==> config.mk <==
export PLATFORM = sky130hd
export DESIGN_NAME = output_comp
export DESIGN_NICKNAME = d
export VERILOG_FILES = /design/src/rtl/output_comp_pkg.sv /design/src/rtl/output_comp_flit_fifo.sv /design/src/rtl/output_comp.sv
export SDC_FILE = /design/constraint.sdc
export NUM_CORES = 2
export LEC_CHECK = 0
export ABC_CLOCK_PERIOD_IN_PS = 59300
export CORE_MARGIN = 4
export CORE_UTILIZATION = 60
export DETAILED_ROUTE_END_ITERATION = 10
export GPL_TIMING_DRIVEN = 0
export PLACE_DENSITY = 0.86
export SYNTH_ARGS = -nofsm -noshare
export SYNTH_HDL_FRONTEND = slang
export SYNTH_MEMORY_MAX_BITS = 65536
export SYNTH_SLANG_ARGS = --single-unit
==> constraint.sdc <==
create_clock -name clk -period 59.3 [get_ports clk]
set_clock_uncertainty 0.05 [all_clocks]
set_input_delay 8.895 -clock clk [delete_from_list [all_inputs] [get_ports clk]]
set_output_delay 8.895 -clock clk [all_outputs]
set_load 0.05 [all_outputs]
==> src/rtl/output_comp_pkg.sv <==
// Shared types and descriptor layout for the egress packet-buffer reader.
package output_comp_pkg;

  localparam int unsigned PKTBUF_AWIDTH = 16;
  localparam int unsigned LEN_WIDTH     = 16;
  localparam int unsigned DESC_WIDTH    = PKTBUF_AWIDTH + LEN_WIDTH;
  localparam int unsigned DESC_LEN_LSB  = 0;
  localparam int unsigned DESC_BASE_LSB = LEN_WIDTH;
  // Enough bits to hold ceil(65535/64) = 1024.
  localparam int unsigned NFLIT_WIDTH   = LEN_WIDTH - 5;

  typedef struct packed {
    logic [511:0] data;
    logic         sop;
    logic         eop;
    logic [5:0]   empty;
  } flit_t;

  typedef struct packed {
    logic       valid;
    logic       sop;
    logic       eop;
    logic [5:0] empty;
  } tag_t;

  typedef enum logic [1:0] {
    StIdle,
    StRead,
    StFree
  } state_e;

  function automatic logic [NFLIT_WIDTH-1:0] num_flits(input logic [LEN_WIDTH-1:0] len);
    logic [LEN_WIDTH:0] sum;
    sum = {1'b0, len} + (LEN_WIDTH + 1)'(63);
    return sum[LEN_WIDTH:6];
  endfunction

  function automatic logic [5:0] eop_empty(input logic [LEN_WIDTH-1:0] len);
    return 6'd0 - len[5:0];
  endfunction

endpackage

==> src/rtl/output_comp_flit_fifo.sv <==
// Synchronous flit FIFO with registered storage, occupancy count and same-cycle push/pop.
module out_flit_fifo
  import output_comp_pkg::*;
#(
  parameter int unsigned DEPTH = 8,
  parameter int unsigned CNT_W = $clog2(DEPTH + 1)
) (
  input  logic             clk,
  input  logic             rst,
  input  logic             push,
  input  flit_t            push_flit,
  input  logic             pop,
  output flit_t            head,
  output logic             head_valid,
  output logic [CNT_W-1:0] count
);

  localparam int unsigned PTR_W = $clog2(DEPTH);

  flit_t            mem_q [DEPTH];
  logic [PTR_W-1:0] wr_ptr_q, rd_ptr_q;
  logic [CNT_W-1:0] count_q;

  always_ff @(posedge clk) begin
    if (push) mem_q[wr_ptr_q] <= push_flit;
  end

  always_ff @(posedge clk) begin
    if (rst) begin
      wr_ptr_q <= '0;
      rd_ptr_q <= '0;
      count_q  <= '0;
    end else begin
      if (push) wr_ptr_q <= wr_ptr_q + PTR_W'(1);
      if (pop)  rd_ptr_q <= rd_ptr_q + PTR_W'(1);
      if (push && !pop) begin
        count_q <= count_q + CNT_W'(1);
      end else if (pop && !push) begin
        count_q <= count_q - CNT_W'(1);
      end
    end
  end

  assign head       = mem_q[rd_ptr_q];
  assign head_valid = (count_q != '0);
  assign count      = count_q;

  // Upstream credit accounting must never let a push land on a full FIFO.
  assert property (@(posedge clk) disable iff (rst) !(push && !pop && count_q == CNT_W'(DEPTH)));
  assert property (@(posedge clk) disable iff (rst) !(pop && count_q == '0));

endmodule

==> src/rtl/output_comp.sv <==
// Egress reader: fetches a packet's flits from the packet buffer, streams them to TX,
// then hands the buffer slot back to the emptylist.
module output_comp
  import output_comp_pkg::*;
#(
  parameter int unsigned RD_LAT     = 2,
  parameter int unsigned FIFO_DEPTH = 8
) (
  input  logic                     clk,
  input  logic                     rst,
  input  logic                     desc_valid,
  input  logic [DESC_WIDTH-1:0]    desc_data,
  output logic                     desc_ready,
  output logic [PKTBUF_AWIDTH-1:0] pkt_buffer_address,
  output logic                     pkt_buffer_read,
  input  logic [511:0]             pkt_buffer_readdata,
  output logic                     out_sop,
  output logic                     out_eop,
  output logic [511:0]             out_data,
  output logic [5:0]               out_empty,
  output logic                     out_valid,
  input  logic                     out_ready,
  output logic                     emptylist_valid,
  output logic [PKTBUF_AWIDTH-1:0] emptylist_data,
  input  logic                     emptylist_ready,
  output logic [31:0]              stats_out_pkt
);

  localparam int unsigned CNT_W = $clog2(FIFO_DEPTH + 1);

  state_e                   state_q, state_d;
  logic [PKTBUF_AWIDTH-1:0] base_q;
  logic [NFLIT_WIDTH-1:0]   nflits_q, idx_q;
  logic [5:0]               empty_q;
  logic [CNT_W-1:0]         inflight_q, fifo_count;
  logic [31:0]              stats_q;
  tag_t                     tag_q [RD_LAT];

  flit_t fifo_head, push_flit;
  logic  fifo_valid, push, pop, desc_fire, rd_ok, last_rd;

  logic [LEN_WIDTH-1:0]     desc_len;
  logic [PKTBUF_AWIDTH-1:0] desc_base;

  assign desc_len  = desc_data[DESC_LEN_LSB +: LEN_WIDTH];
  assign desc_base = desc_data[DESC_BASE_LSB +: PKTBUF_AWIDTH];
  assign desc_fire = desc_valid & desc_ready;

  // Reads in flight already own a FIFO slot, so count them against the depth.
  assign rd_ok   = ({1'b0, fifo_count} + {1'b0, inflight_q}) < (CNT_W + 1)'(FIFO_DEPTH);
  assign last_rd = (idx_q == nflits_q - NFLIT_WIDTH'(1));

  assign pkt_buffer_address = base_q + PKTBUF_AWIDTH'(idx_q);
  assign emptylist_data     = base_q;

  always_comb begin
    state_d         = state_q;
    desc_ready      = 1'b0;
    pkt_buffer_read = 1'b0;
    emptylist_valid = 1'b0;
    unique case (state_q)
      StIdle: begin
        desc_ready = ~rst;
        if (desc_valid && !rst) state_d = (desc_len == '0) ? StFree : StRead;
      end
      StRead: begin
        if (rd_ok && !rst) begin
          pkt_buffer_read = 1'b1;
          if (last_rd) state_d = StFree;
        end
      end
      StFree: begin
        emptylist_valid = (inflight_q == '0) && !rst;
        if (emptylist_valid && emptylist_ready) state_d = StIdle;
      end
      default: state_d = StIdle;
    endcase
  end

  always_ff @(posedge clk) begin
    if (rst) begin
      state_q    <= StIdle;
      base_q     <= '0;
      nflits_q   <= '0;
      idx_q      <= '0;
      empty_q    <= '0;
      inflight_q <= '0;
      stats_q    <= '0;
      for (int i = 0; i < RD_LAT; i++) tag_q[i] <= '0;
    end else begin
      state_q <= state_d;
      if (desc_fire) begin
        base_q   <= desc_base;
        nflits_q <= num_flits(desc_len);
        empty_q  <= eop_empty(desc_len);
        idx_q    <= '0;
      end else if (pkt_buffer_read) begin
        idx_q <= idx_q + NFLIT_WIDTH'(1);
      end
      if (pkt_buffer_read && !push) begin
        inflight_q <= inflight_q + CNT_W'(1);
      end else if (push && !pkt_buffer_read) begin
        inflight_q <= inflight_q - CNT_W'(1);
      end
      tag_q[0] <= '{valid: pkt_buffer_read,
                    sop:   (idx_q == '0),
                    eop:   last_rd,
                    empty: last_rd ? empty_q : 6'd0};
      for (int i = 1; i < RD_LAT; i++) tag_q[i] <= tag_q[i-1];
      if (pop && fifo_head.eop) stats_q <= stats_q + 32'd1;
    end
  end

  assign push      = tag_q[RD_LAT-1].valid;
  assign push_flit = '{data:  pkt_buffer_readdata,
                       sop:   tag_q[RD_LAT-1].sop,
                       eop:   tag_q[RD_LAT-1].eop,
                       empty: tag_q[RD_LAT-1].empty};
  assign pop       = fifo_valid & out_ready;

  out_flit_fifo #(
    .DEPTH (FIFO_DEPTH),
    .CNT_W (CNT_W)
  ) u_fifo (
    .clk        (clk),
    .rst        (rst),
    .push       (push),
    .push_flit  (push_flit),
    .pop        (pop),
    .head       (fifo_head),
    .head_valid (fifo_valid),
    .count      (fifo_count)
  );

  assign out_valid     = fifo_valid;
  assign out_data      = fifo_head.data;
  assign out_sop       = fifo_head.sop;
  assign out_eop       = fifo_head.eop;
  assign out_empty     = fifo_head.empty;
  assign stats_out_pkt = stats_q;

endmodule
==> Word level (Yosys, flattened, before mapping) <==
Memory sizes are Yosys's and may differ from the RTL's. A register that Yosys moved wholly into a read port is not among the register bits.
Index checks and enable logic that the tools add are counted.
{ "totals": {"memories": 2, "out_inout_bits": 588, "reg_bits": 92, "wordCells": 84, "mem_bits_rw": 4178, "input_bits": 549} }
{ "mem_list": {"columns": ["memory", "depth", "word_bits", "rd", "rd_ports_with_merged_regs", "write_ports", "line", "rtl"], "rows": [
  ["u_fifo.mem_q", 8, 520, 1, 1, 1, "output_comp_flit_fifo.sv:20", "flit_t mem_q [DEPTH];"],
  ["tag_q", 2, 9, 2, 0, 2, "output_comp.sv:37", "tag_t tag_q [RD_LAT];"]
]} }
{ "classes": {"eq_ne": 7, "mux": 24, "magnitude_cmp": 1, "bitwise": 5, "n_reduce_logical": 22, "addsub": 13} }
{ "op_table": {"columns": ["operator", "n"], "rows": [
  ["adder 32 x 1 -> 32 bit, second input constant", 1],
  ["two-way mux 9 bit", 2],
  ["adder 16 x 6 -> 17 bit, second input constant", 1],
  ["adder 16 x 11 -> 16 bit", 1],
  ["zero test 16 bit", 1],
  ["two-way mux 4 bit", 4],
  ["adder 11 x 1 -> 11 bit, second input constant", 1],
  ["equality test 11 bit", 1],
  ["zero test 11 bit", 1],
  ["subtractor 11 x 1 -> 11 bit, second input constant", 1],
  ["two-way mux 2 bit", 5],
  ["logical AND 1 bit", 9],
  ["two-way mux 1 bit", 9],
  ["adder 4 x 1 -> 4 bit, second input constant", 2],
  ["!= test 2 bit, second input constant", 4],
  ["subtractor 4 x 1 -> 4 bit, second input constant", 2],
  ["adder 3 x 1 -> 3 bit, second input constant", 2],
  ["two-way mux 3 bit", 2],
  ["two-way mux 6 bit", 1],
  ["one-hot mux 2 bit (3 select lines)", 1],
  ["subtractor 1 x 6 -> 6 bit, first input constant", 1],
  ["adder 4 x 4 -> 5 bit", 1],
  ["< comparator 5 x 4 -> 1 bit, second input constant", 1],
  ["zero test 1 bit", 4],
  ["other kinds (11)", 14]
]} }

==> Logic depth before layout (Yosys ltp) <==
{ "depth": {"depth_word": 9, "depth_mapped": 11, "ltp_nobuf": 11} }

==> Cells and area by module <==
From an unflattened synthesis, not the netlist that was laid out.
{ "hier_totals": {"cells_unflattened": 6681, "hier_area_um2": 161642.5} }
{ "by_module_without_submodules": {"columns": ["module", "area_each_um2", "n_inst", "seq_area_each_um2", "cells_per_inst"], "rows": [
  ["out_flit_fifo", 156471.3, 1, 125180.1, 6078],
  ["output_comp", 5171.2, 1, 2001.9, 603]
]} }

==> Least setup slack after synthesis <==
No wires, ideal clock.
{ "synth_path": {"kind": "register to register", "startpoint": "memory tag_q[0][17] (netlist bit)", "endpoint": "memory u_fifo.mem_q[0][0] (netlist bit) (enable)", "required_time_ps": 57208, "arrival_ps": 35482, "setup_time_ps": 2042, "period_less_slack_ps": 37574, "path_buffers": 0, "path_slack_ps": 21726, "stages_incl_launch_ff": 3, "cell_sequence": "dfxtp_1 nand2b_1 nor3_1"} }
{ "synth_lines": {"columns": ["element", "line"], "rows": [
  ["start: declaration", "output_comp.sv:37"],
  ["end: declaration", "output_comp_flit_fifo.sv:20"]
]} }

==> Final worst setup path <==
{ "layout_path": {"startpoint": "input port rst", "endpoint": "output port pkt_buffer_read"} }
{ "layout_between": {"elab_chain_len": 4} }
{ "layout_rtl": {"columns": ["element", "line", "rtl"], "rows": [
  ["start: declaration", "output_comp.sv:10", "input logic rst,"],
  ["zero test 1 bit", "output_comp.sv:67", "if (rd_ok && !rst) begin"],
  ["logical AND 1 bit", "output_comp.sv:67", null],
  ["two-way mux 1 bit", "output_comp.sv:67", null],
  ["two-way mux 1 bit", "output_comp.sv:61", "unique case (state_q)"],
  ["end: declaration", "output_comp.sv:15", "output logic pkt_buffer_read,"]
]} }
No other way between the ends.

==> metrics.csv <==
stage,metric,value,unit
status,status,finished clean,
worst_setup_path,timing.rr.start,tag_q[0][17],
placement,dp_slack,38880,ps
clock_tree,clkSlewWorstSetupHoldPaths,70,ps
logic_synthesis,yosys.area.top_type,edfxtp_1,
run,cap_violations,0,
clock_tree,ctsHtreeMaxLevel,5,
global_routing,antenna_found_initial,170,
logic_synthesis,synth.area.top_cells,"edfxtp_1 (77%), mux4_2 (15%), mux2_2 (3.6%)",
sta,period_minus_slack,20470,ps
logic_synthesis,syn_area_per_cell,24.1,sq um
clock_tree,clk_path_buf_depth,4,
logic_synthesis,ys_ff_latch,4273,
clock_tree,cts-root-buf,clkbuf_16,
sta,slew_violations,0,
power,p_leak,60.7,nW
worst_setup_path,arrival,11520,ps
worst_setup_path,critPathKind,input port to primary output,
worst_setup_path,reg2reg_to,u_fifo.mem_q[0][442],
layout,nets,9104,
worst_hold_path,hold_depth,1,
placement,dpl_cell_area,182000,sq um
logic_synthesis,synth_edf_count,4160,
logic_synthesis,synth.net_count,7277,
route,wire_per_inst,37.9,microns
logic_synthesis,synth_cell_types,57,
logic_synthesis,synth_top_area_share,77.5,%
worst_setup_path,path_common_cell,clkdlybuf4s50_1,
worst_hold_path,worstHoldStart,tag_q[0][0],
route,drtIter0Drc,12600,
placement,gp_congestion,0.900,
logic_synthesis,async_flop_share,0,%
sta,setup_tns,0,ps
clock_tree,post_cts_buffers,0,
floorplanning,coreArea,268000,sq um
sta,post-route-period-util,34.5,%
global_routing,overflow,0,
clock_tree,holdBufCountCts,0,
clock_tree,post_cts_resized,0,
layout,finalNonFillerCells,12600,
worst_setup_path,required,50350,ps
worst_setup_path,end_kind,primary output,
global_routing,grt_max_degree,27,
layout,final_layout_size_suffix_gt1_share,28.4,%
floorplanning,dieArea,277000,sq um
power,p_per_area,38.2,nW/um^2
sta,setup_violations,0,
layout,stdcell_area,195000,sq um
placement,dp_hpwl,290,mm
worst_setup_path,reg2reg_setup_slack,55060,ps
clock_tree,cts_tree,built,
route,drt-total-wl,476,mm
route,viasPerCell,6.80,
placement,portBuffers,1136,
route,dr.pass1.iters,6,
logic_synthesis,ys.flop_type,edfxtp_1,
worst_hold_path,min_to,tag_q[0][9],
global_routing,grt_pass1_vias,86700,
clock_tree,clk_latency,920,ps
layout,areaGrowthSynthToFinish,21.1,%
floorplanning,num_rows,190,
logic_synthesis,synthesis.area,161000,sq um
clock_tree,cts_made_buffers,407,
sta,rsz0062_at_grt,no,
sta,max_freq,48.9,MHz
worst_setup_path,reg2reg_depth,14,
layout,final_common_cell,edfxtp_1,
worst_hold_path,hold_path_class,register to register,
worst_setup_path,cp_slowest_cell,clkdlybuf4s50_1,
layout,final_cell_mix,"edfxtp_1 (4,160), clkdlybuf4s50_1 (1,136), mux4_2 (1,040)",
sta,maxSlewHeadroom,2.12,%
floorplanning,fp.dieW,526,microns
sta,tightest_slew,1470,ps
sta,setup_ws,38830,ps
placement,dpl.cell_count,11700,
worst_setup_path,startpoint_type,input port,
logic_synthesis,synth_seq_area_share,78.9,%
floorplanning,pin_count,1137,
sta,hold_viol_final,0,
floorplanning,die_h,526,microns
logic_synthesis,syn_inst,6698,
route,vias,85600,
route,ant_nets,0,
global_routing,grt_pass1_wl,671,mm
logic_synthesis,ys_warn_count,0,
clock_tree,cts.sinks,4273,
worst_setup_path,slowest_delay,980,ps
floorplanning,start_util,60.3,%
power,ir_drop,0.0000411,V
route,route.detailed.drc,0,
worst_setup_path,crit_path_cell_trace,"clkdlybuf4s50_1, or4_4, a211oi_4, clkdlybuf4s50_1",
global_routing,grt_use_total,34.1,%
worst_setup_path,crit_path_max_fanout,9,
## cells by family (layout without fill, tap and decap cells)
family,count (synthesis),after routing,synth area share [%]
mux,1566,1566,18.2
flops,4273,4273,78.9
simple gates,324,324,1.04
xor+xnor,81,81,0.440
compound gates,87,87,0.369
other cells,0,165,0
fa+ha+maj,30,30,0.247
buf+inv,337,2500,0.856
## per-layer routing
metal / up-vias / GRT usage [%] / share of wire [%] / routed length, microns
li1: 32400 / - / - / -
met1: 44400 / 41.8 / 32 / 150000
met2: 7331 / 54.7 / 49 / 234000
met3: 1402 / 9.37 / 12 / 56200
met4: 66 / 21.0 / 7.4 / 35400
met5: - / 0 / 0.095 / 451
## power breakdown
group	leakage [nW]	internal (mW)	switching, mW
clock	6.39	1.45	1.15
combinational	15.9	0.595	0.922
sequential	38.4	3.33	0.0111
## worst max-delay path by stage
stage | from | to | depth (start not counted)
2_1_floorplan | tag_q[0][17] | u_fifo.mem_q[0][0] | 2
3_3_place_gp | u_fifo.wr_ptr_q[1] | u_fifo.mem_q[0][54] | 1
3_5_place_dp | rst | pkt_buffer_read | 4
4_1_cts | rst | pkt_buffer_read | 4
5_1_grt | rst | pkt_buffer_read | 4
6_report | rst | pkt_buffer_read | 4
## registers in the layout, summed over array words and instances, names as in the netlist, named ones only
signal           count
u_fifo.mem_q      4160
stats_out_pkt       32
inflight_q           4
u_fifo.wr_ptr_q      3
empty_q              6
u_fifo.count         4
idx_q               11
state_q              2
u_fifo.rd_ptr_q      3
nflits_q            11
emptylist_data      16
tag_q               18
## area by class of cell
class                           instances  area, sq um
Multi-Input combinational cell       2088        32800
Clock inverter                        218         2380
Buffer                                315         1300
Antenna cell                          165          413
Fill cell                           13500        72300
Tap cell                             3552         4440
Inverter                               22         82.6
Timing Repair Buffer                 1418        16000
Clock buffer                          527        10800
Sequential cell                      4273       127000
## cells in the mapped netlist (all sizes together), types with 2 or more instances
library cell / count
and4: 5
buf: 129
and2: 9
a21oi: 20
fa: 3
and3: 12
o41ai: 3
mux2i: 6
nand2: 70
nor3: 23
nand2b: 7
or4: 6
xor2: 42
dfxtp: 113
o211ai: 2
o31ai: 5
nor2b: 15
nand3b: 27
or3: 13
inv: 22
o21a: 3
nand4: 9
nor4: 13
edfxtp: 4160
a21o: 4
clkbuf: 186
nand3: 29
o2111ai: 3
mux4: 1040
ha: 27
mux2: 520
xnor2: 39
nor2: 81
o21ai: 30
a211oi: 5
a311oi: 2
o22a: 2
## critical path: cells and delay by family
kind | cells | cell delay, ps
buf+inv | 2 | 1510
simple gates | 1 | 570
compound gates | 1 | 530
## stage by stage
stage          total power [mW]  hold WS (ps)  utilization, %
5_1_grt                    7.66           419            72.9
2_1_floorplan              4.37           364               -
3_3_place_gp               4.87           374            66.2
3_5_place_dp               4.87           388            67.9
4_1_cts                    7.47           405            72.8
6_report                   7.46           406            73.0
No activity file was read; power rests on OpenSTA's default activity.
